$ cat src/rtl/fp_add_pkg.sv
// Shared widths and rounding-mode encodings for the single-precision adder path.
package fp_add_pkg;

    localparam int DATA_W     = 32;
    localparam int RM_W       = 3;
    localparam int INFLIGHT_W = 4;

    typedef enum logic [RM_W-1:0] {
        RM_RNE = 3'd0,
        RM_RTZ = 3'd1,
        RM_RUP = 3'd2,
        RM_RDN = 3'd3
    } rm_e;

endpackage

$ cat src/rtl/fp_add_vld_pipe.sv
// Valid-bit shadow of the adder pipeline; advances only on cycles the adder advances.
module fp_add_vld_pipe
    import fp_add_pkg::*;
#(
    parameter int LAT = 2
) (
    input  logic           aclk,
    input  logic           areset,
    input  logic           en,
    input  logic           din,
    output logic [LAT-1:0] dout
);

    logic [LAT-1:0] vld_q;
    logic [LAT-1:0] vld_d;

    // NOTE: default every always_comb output before any branch so no path leaves it unassigned (latch).
    always_comb begin
        vld_d = vld_q;
        if (en) begin
            vld_d[0] = din;
            for (int k = 1; k < LAT; k++) begin
                vld_d[k] = vld_q[k-1];
            end
        end
    end

    // NOTE: state flops use <= so every flop samples pre-edge values regardless of block order.
    always_ff @(posedge aclk) begin
        if (areset) begin
            vld_q <= '0;
        end else begin
            vld_q <= vld_d;
        end
    end

    assign dout = vld_q;

endmodule

$ cat src/rtl/fp_add_stall_ctrl.sv
// Stall controller wrapping an external LAT-stage adder with a one-entry output register.
module fp_add_stall_ctrl
    import fp_add_pkg::*;
#(
    parameter int LAT    = 2,
    parameter int DATA_W = fp_add_pkg::DATA_W
) (
    input  logic                  aclk,
    input  logic                  areset,
    input  logic                  in_valid,
    output logic                  in_ready,
    input  logic [DATA_W-1:0]     in_a,
    input  logic [DATA_W-1:0]     in_b,
    input  logic [RM_W-1:0]       in_rm,
    output logic [DATA_W-1:0]     pu_a,
    output logic [DATA_W-1:0]     pu_b,
    output logic [RM_W-1:0]       pu_rm,
    output logic                  pu_stall,
    input  logic [DATA_W-1:0]     pu_x,
    output logic                  out_valid,
    input  logic                  out_ready,
    output logic [DATA_W-1:0]     out_data,
    output logic [INFLIGHT_W-1:0] inflight
);

    logic [LAT-1:0]        vld;
    logic                  vld_unused;
    logic                  stall;
    logic                  accept;
    logic                  load;
    logic                  consume;

    logic                  out_valid_q, out_valid_d;
    logic [DATA_W-1:0]     out_data_q,  out_data_d;
    logic [INFLIGHT_W-1:0] inflight_q,  inflight_d;

    assign pu_a  = in_a;
    assign pu_b  = in_b;
    assign pu_rm = in_rm;

    // Freeze only when the head result has nowhere to go; reset always releases the adder.
    assign stall    = ~areset & vld[LAT-1] & out_valid_q & ~out_ready;
    assign pu_stall = stall;
    assign in_ready = ~stall;
    assign accept   = in_valid & in_ready & ~areset;
    assign load     = vld[LAT-1] & ~stall;
    assign consume  = out_valid_q & out_ready;

    fp_add_vld_pipe #(
        .LAT (LAT)
    ) u_vld_pipe (
        .aclk   (aclk),
        .areset (areset),
        .en     (~stall),
        .din    (accept),
        .dout   (vld)
    );

    // Inner stages only matter to the pipe itself.
    assign vld_unused = ^vld;

    always_comb begin
        out_valid_d = out_valid_q;
        out_data_d  = out_data_q;
        if (load) begin
            out_valid_d = 1'b1;
            out_data_d  = pu_x;
        end else if (consume) begin
            out_valid_d = 1'b0;
        end
    end

    always_comb begin
        inflight_d = inflight_q;
        case ({accept, consume})
            2'b10:   inflight_d = inflight_q + INFLIGHT_W'(1);
            2'b01:   inflight_d = inflight_q - INFLIGHT_W'(1);
            default: inflight_d = inflight_q;
        endcase
    end

    always_ff @(posedge aclk) begin
        if (areset) begin
            out_valid_q <= 1'b0;
            out_data_q  <= '0;
            inflight_q  <= '0;
        end else begin
            out_valid_q <= out_valid_d;
            out_data_q  <= out_data_d;
            inflight_q  <= inflight_d;
        end
    end

    assign out_valid = out_valid_q;
    assign out_data  = out_data_q;
    assign inflight  = inflight_q;

endmodule

$ cat config.mk
export PLATFORM = sky130hd
export DESIGN_NAME = fp_add_stall_ctrl
export DESIGN_NICKNAME = d
export VERILOG_FILES = /design/src/rtl/fp_add_pkg.sv /design/src/rtl/fp_add_vld_pipe.sv /design/src/rtl/fp_add_stall_ctrl.sv
export SDC_FILE = /design/constraint.sdc
export NUM_CORES = 1
export LEC_CHECK = 0
export CORE_MARGIN = 5
export CORE_UTILIZATION = 31
export DETAILED_ROUTE_END_ITERATION = 16
export PLACE_DENSITY = 0.87
export SLEW_MARGIN = 25
export SYNTH_ARGS = -nofsm -noshare
export SYNTH_HDL_FRONTEND = slang
export SYNTH_SLANG_ARGS = --single-unit
$ cat constraint.sdc
create_clock -name aclk -period 3.55 [get_ports aclk]
set_input_delay 0.71 -clock aclk [delete_from_list [all_inputs] [get_ports aclk]]
set_output_delay 0.71 -clock aclk [all_outputs]
set_load 0.03 [all_outputs]
---- Yosys cells after proc, flatten, opt, wreduce, memory -nomap -nowiden ----
Index checks and enable logic that the tools add are counted.
storage, ports and cells
  bits of input ports ..................... 103
  word-level logic and storage cells ...... 23
  register bits after elaboration ......... 39
  output and inout port bits .............. 106
operators by class
  bitwise gates (word level) .............. 10
  add/sub/neg operators ................... 2
  reductions and logical operators ........ 2
  equality and inequality tests ........... 2
  multiplexer cells ....................... 3
operators with widths
  cell                   number
  $pmux W4 S2            1
  $and A1 B1 Y1          7
  $add A4 B1 Y4 const B  1
  $reduce_bool A2 Y1     2
  $sub A4 B1 Y4 const B  1
  $not A1 Y1             3
  $eq A2 B1 Y1 const B   1
  $eq A2 B2 Y1 const B   1
  $mux W1                2

---- Logic depth before layout (Yosys ltp) ----
Gate-level depths: netlist of run 1.
  word-level depth ........................ 9
  mapped depth ............................ 10
  gate-level depth less buffers ........... 10

---- Hierarchy ----
A second synthesis of run 1 with hierarchy kept.
unflattened totals
  cells, all modules ...................... 252
  area, all modules ....................... 1995.7 µm²
modules (own cells, without submodules)
  module             area each (µm²)  instances  seq. area each (µm²)  cells each
  fp_add_stall_ctrl  1928.1           1          740.7                 246
  fp_add_vld_pipe    67.6             1          40.0                  6

---- Least setup slack after synthesis of run 1 ----
OpenSTA, ideal clock, no wires.
  path type ............................... input port to flip-flop
  start ................................... input areset
  end ..................................... register inflight_q[3] (netlist: inflight[3])
  stages .................................. 9
  data required time ...................... 3.480 ns
  buffers on the path ..................... 2
  slack ................................... 0.915 ns
  library setup time ...................... 0.070 ns
  arrival ................................. 2.565 ns
  path through ............................ buf_2 -> clkbuf_1 -> nand3b_1 -> ha_1 -> ha_1 -> a21oi_1 -> a21oi_1 -> or4_1 -> a21oi_1
on the way
  cells in the longest elaborated chain, start to end .. 9
  elaborated cells on any way between the ends .. 11
  those cells by class .................... 2 x eq/ne; 1 x mux; 7 x bitwise; 1 x reduce/logical
RTL lines
  what                                                      line                                              RTL
  start: declaration                                        fp_add_stall_ctrl.sv:9                            input logic areset,
  $not A1 Y1                                                fp_add_stall_ctrl.sv:42, fp_add_stall_ctrl.sv:45
  $and A1 B1 Y1 (3 in series)                               fp_add_stall_ctrl.sv:42                           assign stall = ~areset & vld[LAT-1] & out_valid_q & ~out_ready;
  $not A1 Y1                                                --
  $and A1 B1 Y1 (2 in series)                               fp_add_stall_ctrl.sv:45                           assign accept = in_valid & in_ready & ~areset;
  $eq A2 B1 Y1 / $eq A2 B2 Y1 (equally long branches)       fp_add_stall_ctrl.sv:75                           case ({accept, consume})
  $pmux W4 S2 / $reduce_bool A2 Y1 (equally long branches)  --
  end signal: assignment                                    fp_add_stall_ctrl.sv:90                           inflight_q <= inflight_d;
  end: declaration                                          fp_add_stall_ctrl.sv:35                           logic [INFLIGHT_W-1:0] inflight_q, inflight_d;
Several ways; a longest one is shown, not always the timed one.
A chain may end at the register's enable or synchronous reset.

---- Worst setup path after layout of run 1 ----
  start ................................... input out_ready
  end ..................................... register inflight_q[3] (netlist: inflight[3])
on the way
  cells in the longest elaborated chain, start to end .. 7
  elaborated cells on any way between the ends .. 10
  those cells by class .................... 2 x eq/ne; 1 x mux; 6 x bitwise; 1 x reduce/logical
RTL lines
  what                                                      line                     RTL
  start: declaration                                        fp_add_stall_ctrl.sv:21  input logic out_ready,
  $not A1 Y1                                                fp_add_stall_ctrl.sv:42
  $and A1 B1 Y1                                             fp_add_stall_ctrl.sv:42
  $not A1 Y1                                                --
  $and A1 B1 Y1 (2 in series)                               fp_add_stall_ctrl.sv:45
  $eq A2 B1 Y1 / $eq A2 B2 Y1 (equally long branches)       fp_add_stall_ctrl.sv:75
  $pmux W4 S2 / $reduce_bool A2 Y1 (equally long branches)  --
Several ways; a longest one is shown, not always the timed one.

==> flow_summary_export.csv, run 1 <==
group,metric,value,unit
sta,worst_pin_slew,623.6,ps
global_routing,grt_pass1_wl,7051,µm
route,drt_wl_total,4260,µm
yosys,synth_xor_area_share,0.8878,%
sta,slew_headroom,58.42,%
place,postPlaceCellArea,2278,µm²
sta,fin_skew,3.581,ps
sta,fin_tns_setup,0,ps
global_routing,grt_max_degree,43,
critical_path,path_class,"in2reg",
sta,hold_viol_final,0,
global_routing,grt_use_total,10.34,%
finish,finish.instance_area,2396,µm²
finish,drive_gt1_share,5.792,%
critical_path,cp_data_required_time,3770,ps
critical_path,critPathLaunchType,"input pin",
floorplanning,coreArea,6277,µm²
clocking,post_cts_resized,0,
clocking,cts_tree,"built",
yosys,netlist_area,1973,µm²
power,internal_power,756.6,µW
yosys,synthAdderAreaFrac,2.917,%
yosys,synth_top_family_by_area,"buffers and inverters",
sta,finalCritPeriodShare,77.99,%
critical_path,crit_path_max_fanout,4,
clocking,cts_buffer_depth,2,
floorplanning,rows,29,
route,met1_length,1595,µm
yosys,synthSimpleGateAreaFrac,16.74,%
yosys,synth_cell_types,23,
global_routing,antenna_found_initial,0,
yosys,synth-compound-area-share,10.91,%
yosys,ys_seq_area_share,39.57,%
global_routing,grt_pass1_vias,1570,
power,ir_drop,240.9,µV
finish,fin_nets,365,
yosys,synth_seq_cells,39,
power,pwr-share-seq,46.4,%
clocking,cts_made_buffers,5,
sta,setup_viol,0,
route,remaining_drc_errors,0,
route,viasPerCell,4.601,
yosys,synthCells,253,
finish,syn_to_final_growth,21.43,%
sta,finalMaxSlewViolations,0,
route,route.met3.wl,491,µm
floorplanning,die_w,89.78,µm
global_routing,gr-total-overflow,0,
route,dr_total_vias,1546,
yosys,synth_warnings,0,
place,dp_hpwl,3150,µm
power,power.switching,243.4,µW
clocking,postCtsHoldBufs,0,
route,antenna_left,0,
finish,n_antenna_cell,0,
yosys,yosysTopAreaCell,"dfxtp_1",
finish,nFillCells,655,
power,p_per_area,417.4,nW/µm²
yosys,synth_area_per_cell,7.799,µm²
clocking,cts_root_buf,"clkbuf_8",
place,port_buffers,74,
power,pwr-share-clk,38.5,%
power,pwr-share-comb,15.1,%
sta,rsz0062_at_grt,"false",
sta,worst_slack,781.3,ps
sta,timing.hold.ws,455.5,ps
yosys,synth_nets,360,
yosys,synth_mux_area_share,0,%
power,switching_share,24.34,%
yosys,synth_area_leaders,"dfxtp_1 40%, buf_4 25%, nand2_1 13%, a21oi_1 9.9%, ha_1 1.9%",
clocking,clock_sinks,39,
clocking,cts_setup_buffers,0,
yosys,synth.top_cell.area_share,39.57,%
route,top_layer_used,"met4",
route,dr.first_iter.drc_count,35,
place,globalplace.congestion,0.6849,
floorplanning,die_h,89.78,µm
sta,finalCriticalPeriod,2769,ps
run,max-cap-violations,0,
floorplanning,start_util,31.43,%
critical_path,crit_arrival,2990,ps
power,leakage,0.0008512,µW
sta,max_clock_freq,361.2,MHz
floorplanning,ios,209,
route,dr.pass1.iters,4,
route,met2_length,2058,µm
critical_path,worst_setup_path_end_kind,"register",
clocking,worst_setup_hold_path_clk_slew,80,ps
power,power.total,1000,µW
clocking,htree_levels,2,
place,pre_cts_slack,512.7,ps
route,routedWlPerCell,12.68,µm
floorplanning,die-area,8060,µm²
min_path,hp-class,"reg2reg",
outcome,status,"finished, final reports clean",
clocking,clk_latency,280,ps
[cell usage in the layout, fill, tap and decap left out, types with 2 or more instances in the layout]
| master | netlist | routed |
|---|---|---|
| clkdlybuf4s50_1 | 0 | 72 |
| inv_1 | 5 | 5 |
| a21oi_1 | 39 | 39 |
| xor2_1 | 2 | 2 |
| clkbuf_8 | 0 | 6 |
| nand3_1 | 2 | 2 |
| ha_1 | 3 | 3 |
| buf_4 | 67 | 5 |
| nand2_1 | 66 | 66 |
| nor2_1 | 7 | 7 |
| dfxtp_1 | 39 | 39 |
[cell usage after synthesis]
cell type / instances
buf_1: 1
or4_1: 1
nand2_1: 66
nor2b_1: 1
nand3b_1: 1
o21a_1: 1
buf_2: 4
buf_4: 67
o21ai_1: 1
or2_2: 1
o31ai_1: 1
xor2_1: 2
and3_1: 1
nand2b_1: 1
nor2_1: 7
inv_1: 5
ha_1: 3
nand3_1: 2
a21oi_1: 39
fa_1: 1
dfxtp_1: 39
and2_1: 1
clkbuf_1: 7
[critical path: stages]
cell and delay (ps):
clkdlybuf4s50_1 430, nor2b_1 210, nand2_1 140, nand3b_1 110
ha_1 200, ha_1 280, a21oi_1 190, a21oi_1 100
or4_1 460, a21oi_1 140
[flip-flops by register name, indices dropped and copies added, names as in the netlist]
register         cells
out_data            32
inflight             4
u_vld_pipe.dout      2
out_valid            1
[power groups by stage]
stage,Sequential (µW),Clock [µW],Combinational [µW]
floorplan,504,0,182
global placement,474,0,149
detailed placement,474,0,152
CTS,464,400,153
global route,466,417,163
finish,464,385,151
[stage by stage]
stage / cells / util [%]
after floorplan: 253 / -
after global placement: 328 / 36.30
after detailed placement: 328 / 36.30
after CTS: 336 / 38.17
after global routing: 336 / 38.17
final: 336 / 38.17
[worst paths after layout]
| check | start | to | slack [ps] | cells after the start |
|---|---|---|---|---|
| setup / recovery | out_ready | inflight[3] | 780 | 10 |
| hold / removal | out_data[19] | out_data[19] | 460 | 2 |
| setup reg to reg | out_valid | inflight[3] | 1240 | 9 |
| hold reg to reg | out_data[19] | out_data[19] | 460 | 2 |
[layout make-up]
cell class | count | area [µm²] | share of cell area, %
inverters | 5 | 18.77 | 0.7833
multi-input cells | 130 | 624.3 | 26.06
repair buffers | 77 | 758.2 | 31.64
clock inverters | 2 | 35.03 | 1.462
well taps | 77 | 96.34 | 4.021
flip-flops and latches | 39 | 780.7 | 32.58
clock buffers | 6 | 82.58 | 3.446
[kinds of logic after synthesis]
group / Yosys count
AOI/OAI and AO/OA: 42
xor gates and xnor gates: 2
adders and majority gates: 4
and+or+nand+nor: 82
DFF: 39
buffers and inverters: 84
[per-layer routing]
metal	track usage (%)	vias up
met1	10.06	707
met2	17.87	79
met3	5.342	19
met4	5.038	0
met5	0	-
li1	-	741
No activity file was read; power rests on OpenSTA's default activity.
==> run 2: changes to the inputs <==
- CORE_UTILIZATION: 31 -> 26
- PLACE_DENSITY: 0.87 -> 0.78
- clock period: 3.55 -> 2.38 ns (I/O delays scaled with it)
==> flow_summary_export.csv, run 2 (synthesized netlist as in run 1, its figures left out) <==
group,metric,value,unit
sta,worst_slack,164.1,ps
critical_path,crit_arrival,1740,ps
floorplanning,die_h,97.12,µm
critical_path,rrSetupSlack,270,ps
route,remaining_drc_errors,0,
finish,final_cell_mix,"71 x clkdlybuf4s50_1, 66 x nand2_1, 39 x dfxtp_1",
critical_path,critPathLaunchType,"input pin",
finish,fin_nets,372,
finish,multi_input_area,659.4,µm²
route,dr.pass1.iters,4,
critical_path,cp_data_required_time,1900,ps
sta,worst_pin_slew,448.4,ps
critical_path,path_class,"in2out",
critical_path,crit_path_max_fanout,42,
sta,fin_skew,7.250,ps
sta,hold_viol_final,0,
floorplanning,die-area,9431,µm²
finish,layout_commonest_cell,"clkdlybuf4s50_1",
place,port_buffers,74,
run,max-cap-violations,0,
critical_path,r2r_cells,9,
global_routing,grt_pass1_wl,7203,µm
clocking,clk_latency,280,ps
critical_path,cp-endpoint,"pu_stall",
floorplanning,ios,209,
finish,nFillCells,748,
min_path,hp-class,"reg2reg",
route,viasPerCell,4.275,
clocking,cts_root_buf,"clkbuf_8",
critical_path,worstReg2RegEnd,"inflight[3]",
finish,syn_to_final_growth,26.63,%
finish,post-route-util,34.08,%
clocking,clock_sinks,39,
finish,regArea,780.7,µm²
floorplanning,coreArea,7331,µm²
finish,drive_gt1_share,9.434,%
sta,rsz0062_at_grt,"false",
route,dr.first_iter.drc_count,20,
global_routing,gr-total-overflow,0,
floorplanning,rows,31,
sta,finalMaxSlewViolations,0,
place,globalplace.congestion,0.7851,
sta,setup_viol,0,
place,pre_cts_slack,-429.0,ps
power,ir_drop,265.6,µV
floorplanning,start_util,26.92,%
route,routedWlPerCell,12.06,µm
critical_path,crit_start,"areset",
clocking,cts_tree,"built",
route,antenna_left,0,
clocking,worst_setup_hold_path_clk_slew,70,ps
sta,max_clock_freq,451.3,MHz
global_routing,antenna_found_initial,0,
critical_path,worst_setup_path_end_kind,"primary output",
power,p_per_area,581.6,nW/µm²
finish,largest_reg_flops,32,
clocking,cts_buffer_depth,2,
outcome,status,"finished, final reports clean",
place,dp_hpwl,3241,µm
floorplanning,die_w,97.12,µm
clocking,cts_made_buffers,5,
global_routing,grt_pass1_vias,1630,
finish,n_antenna_cell,0,
sta,fin_tns_setup,0,ps
power,leakage,0.0008828,µW
clocking,htree_levels,2,
clocking,postCtsHoldBufs,0,
route,dr_total_vias,1556,
sta,finalCriticalPeriod,2216,ps
critical_path,r2r_start,"out_valid",
global_routing,grt_use_total,9.001,%
route,drt_wl_total,4391,µm
sta,finalCritPeriodShare,93.10,%
global_routing,grt_max_degree,43,
sta,slew_headroom,70.11,%
run 2: cell types whose count changed in the layout (fill, tap and decap cells not counted), sizes merged:
cell           delta
buf               +7
clkdlybuf4s50     -1
clkinv            -1
dlymetal6s2s      +1
run 2: report_power, final:
part	leakage, µW	switching [µW]	internal [µW]
Sequential	0.000317	15.1	677
Combinational	0.000514	115	118
Clock	0.0000513	220	307
run 2: area by class of cell:
class | instances | share of cell area [%]
Timing Repair Buffer | 84 | 32.55
Sequential cell | 39 | 31.25
Multi-Input combinational cell | 130 | 26.39
Tap cell | 99 | 4.957
Clock buffer | 6 | 2.904
Clock inverter | 1 | 1.202
Inverter | 5 | 0.7511
run 2: repair_timing:
action                     CTS  global route
setup endpoints to repair    1             1
pin swaps                    1             0
resized for setup            3             4
setup buffers                2             0
run 2: worst max-delay path, stage by stage:
cell             delay (ps)
clkdlybuf4s50_1         470
buf_4                   400
or2_2                   200
inv_1                    40
buf_4                   150
run 2: layer usage:
layer	routed length [µm]	vias up	GRT usage [%]
met1	1627	713	8.120
li1	-	750	-
met3	441	29	4.379
met2	2183	64	16.30
met4	138	0	5.076
met5	0	-	0
run 2: worst min-delay path by stage:
| stage | start | to | slack [ps] | cells past startpoint |
|---|---|---|---|---|
| 4_1_cts | out_data[5] | out_data[5] | 460 | 2 |
| 3_5_place_dp | out_data[10] | out_data[10] | 450 | 2 |
| 6_report | out_data[5] | out_data[5] | 450 | 2 |
| 3_3_place_gp | u_vld_pipe.dout[0] | u_vld_pipe.dout[1] | 440 | 2 |
| 5_1_grt | u_vld_pipe.dout[0] | u_vld_pipe.dout[1] | 470 | 2 |
| 2_1_floorplan | u_vld_pipe.dout[0] | u_vld_pipe.dout[1] | 430 | 2 |
run 2: stage by stage:
stage	cell area (µm²)	hold WS [ps]	power, µW	cells
2_1_floorplan	1974	425.8	1024	253
4_1_cts	2480	456.8	1482	364
3_3_place_gp	2344	438.3	935.6	355
5_1_grt	2499	467.9	1530	364
6_report	2499	453.4	1453	364
3_5_place_dp	2344	448.2	940.0	355
==> run 3: changes to the inputs <==
- CORE_MARGIN: 5 -> default
- GPL_TIMING_DRIVEN: default -> 0
- SLEW_MARGIN: 25 -> default
==> flow_summary_export.csv, run 3 (synthesized netlist as in run 1, its figures left out) <==
group,metric,value,unit
outcome,status,"finished, final reports clean",
place,dp_hpwl,4503,µm
floorplanning,ios,209,
route,antenna_left,0,
floorplanning,die-area,7941,µm²
critical_path,crit_arrival,2370,ps
finish,fin_nets,507,
critical_path,worst_setup_path_end_kind,"register",
route,routedWlPerCell,11.04,µm
min_path,hold_depth,2,
power,p_per_area,515.2,nW/µm²
finish,syn_to_final_growth,86.11,%
global_routing,grt_max_degree,14,
place,pre_cts_slack,-431.8,ps
route,dr_total_vias,2038,
clocking,cts_root_buf,"clkbuf_8",
place,port_buffers,140,
route,viasPerCell,4.076,
power,leakage,0.001448,µW
global_routing,gr-total-overflow,0,
min_path,hp-class,"reg2reg",
floorplanning,coreArea,7292,µm²
critical_path,critPathLaunchType,"input pin",
floorplanning,die_w,89.12,µm
clocking,cts_tree,"built",
critical_path,r2r_start,"out_valid",
power,ir_drop,362.3,µV
sta,worst_pin_slew,470.8,ps
clocking,postCtsHoldBufs,0,
route,dr.pass1.iters,4,
global_routing,grt_pass1_wl,7872,µm
clocking,cts_setup_buffers,0,
critical_path,path_class,"in2reg",
power,power.total,1892,µW
critical_path,rrSetupSlack,300,ps
route,dr.first_iter.drc_count,40,
sta,setup_viol,0,
route,remaining_drc_errors,0,
global_routing,grt_pass1_vias,1815,
finish,n_antenna_cell,0,
finish,regArea,780.7,µm²
clocking,worst_setup_hold_path_clk_slew,70,ps
floorplanning,die_h,89.12,µm
floorplanning,start_util,27.06,%
finish,final_cell_mix,"137 x clkdlybuf4s50_1, 67 x buf_4, 65 x nand2_1",
sta,finalCritPeriodShare,90.24,%
min_path,min_from,"out_data[13]",
finish,drive_gt1_share,21.70,%
sta,worst_slack,232.2,ps
finish,largest_reg_flops,32,
critical_path,worstReg2RegEnd,"inflight[3]",
finish,fin_cells,500,
place,dp.cells,492,
sta,fin_skew,4.541,ps
clocking,clock_sinks,39,
critical_path,crit_path_max_fanout,3,
global_routing,grt_use_total,12.89,%
sta,slew_headroom,68.62,%
finish,nFillCells,683,
sta,hold_viol_final,0,
global_routing,antenna_found_initial,0,
clocking,cts_buffer_depth,2,
clocking,clk_latency,290,ps
critical_path,cp_data_required_time,2600,ps
place,globalplace.congestion,0.7362,
sta,rsz0062_at_grt,"false",
critical_path,r2r_cells,9,
route,drt_wl_total,5518,µm
clocking,cts_made_buffers,5,
sta,max_clock_freq,465.6,MHz
sta,finalCriticalPeriod,2148,ps
run,max-cap-violations,0,
min_path,hold_end,"out_data[13]",
finish,layout_commonest_cell,"clkdlybuf4s50_1",
floorplanning,rows,31,
sta,finalMaxSlewViolations,0,
clocking,htree_levels,2,
finish,multi_input_area,654.4,µm²
run 3: changes by cell type in the layout (fill, tap and decap cells not counted), moves of 4 or more:
cell	change
clkdlybuf4s50_1	+66
buf_4	+55
clkbuf_1	+5
buf_2	+4
run 3: cell type report:
type,count,share of cell area (%)
tap,99,3.373
buffer,79,15.09
timing repair buffer,140,38.23
inverter,5,0.5111
multi-input combinational,130,17.82
clock buffer,5,1.874
clock inverter,3,1.840
sequential,39,21.26
run 3: through the flow:
stage	setup TNS, ps	util, %	hold WS (ps)	area [µm²]
floorplan	0	-	425.8	1974
global placement	-1151	47.99	432.8	3500
detailed placement	-1333	47.99	443.6	3500
CTS	0	50.15	454.3	3657
global route	0	50.36	474.0	3672
finish	0	50.36	454.8	3672
run 3: worst max path at each step:
stage	start	end	slack, ps	cells after the start
after floorplan	areset	inflight[3]	10	9
after global placement	out_ready	inflight[3]	-370	10
after detailed placement	out_ready	inflight[3]	-430	10
after CTS	out_ready	in_ready	20	5
after global routing	areset	inflight[3]	150	9
final	in_valid	inflight[3]	230	8
run 3: power breakdown:
group | switching, µW | internal [µW] | total, µW
Sequential | 14.7 | 677 | 692
Combinational | 271 | 277 | 548
Clock | 234 | 418 | 652
Total | 520 | 1370 | 1890
run 3: per-layer routing:
| layer | vias to the layer above | global-route usage (%) | part of all wire, % |
|---|---|---|---|
| met2 | 115 | 24.08 | 51 |
| li1 | 1024 | - | - |
| met5 | - | 0 | 0 |
| met1 | 894 | 13.03 | 37 |
| met4 | 0 | 3.896 | 0.53 |
| met3 | 5 | 5.355 | 12 |
run 3: critical path, stage by stage:
cell	delay [ps]
clkdlybuf4s50_1	470
nand3b_1	130
ha_4	200
ha_4	280
nand3_1	90
and3_1	180
or4_1	390
a21oi_1	140
run 3: what timing repair did:
| item | in CTS | in global routing |
|---|---|---|
| pin swaps | 0 | 2 |
| cloned | 0 | 0 |
| gates resized for setup | 8 | 3 |
| endpoints found under the setup margin | 3 | 3 |
| hold endpoints to repair | 0 | 0 |
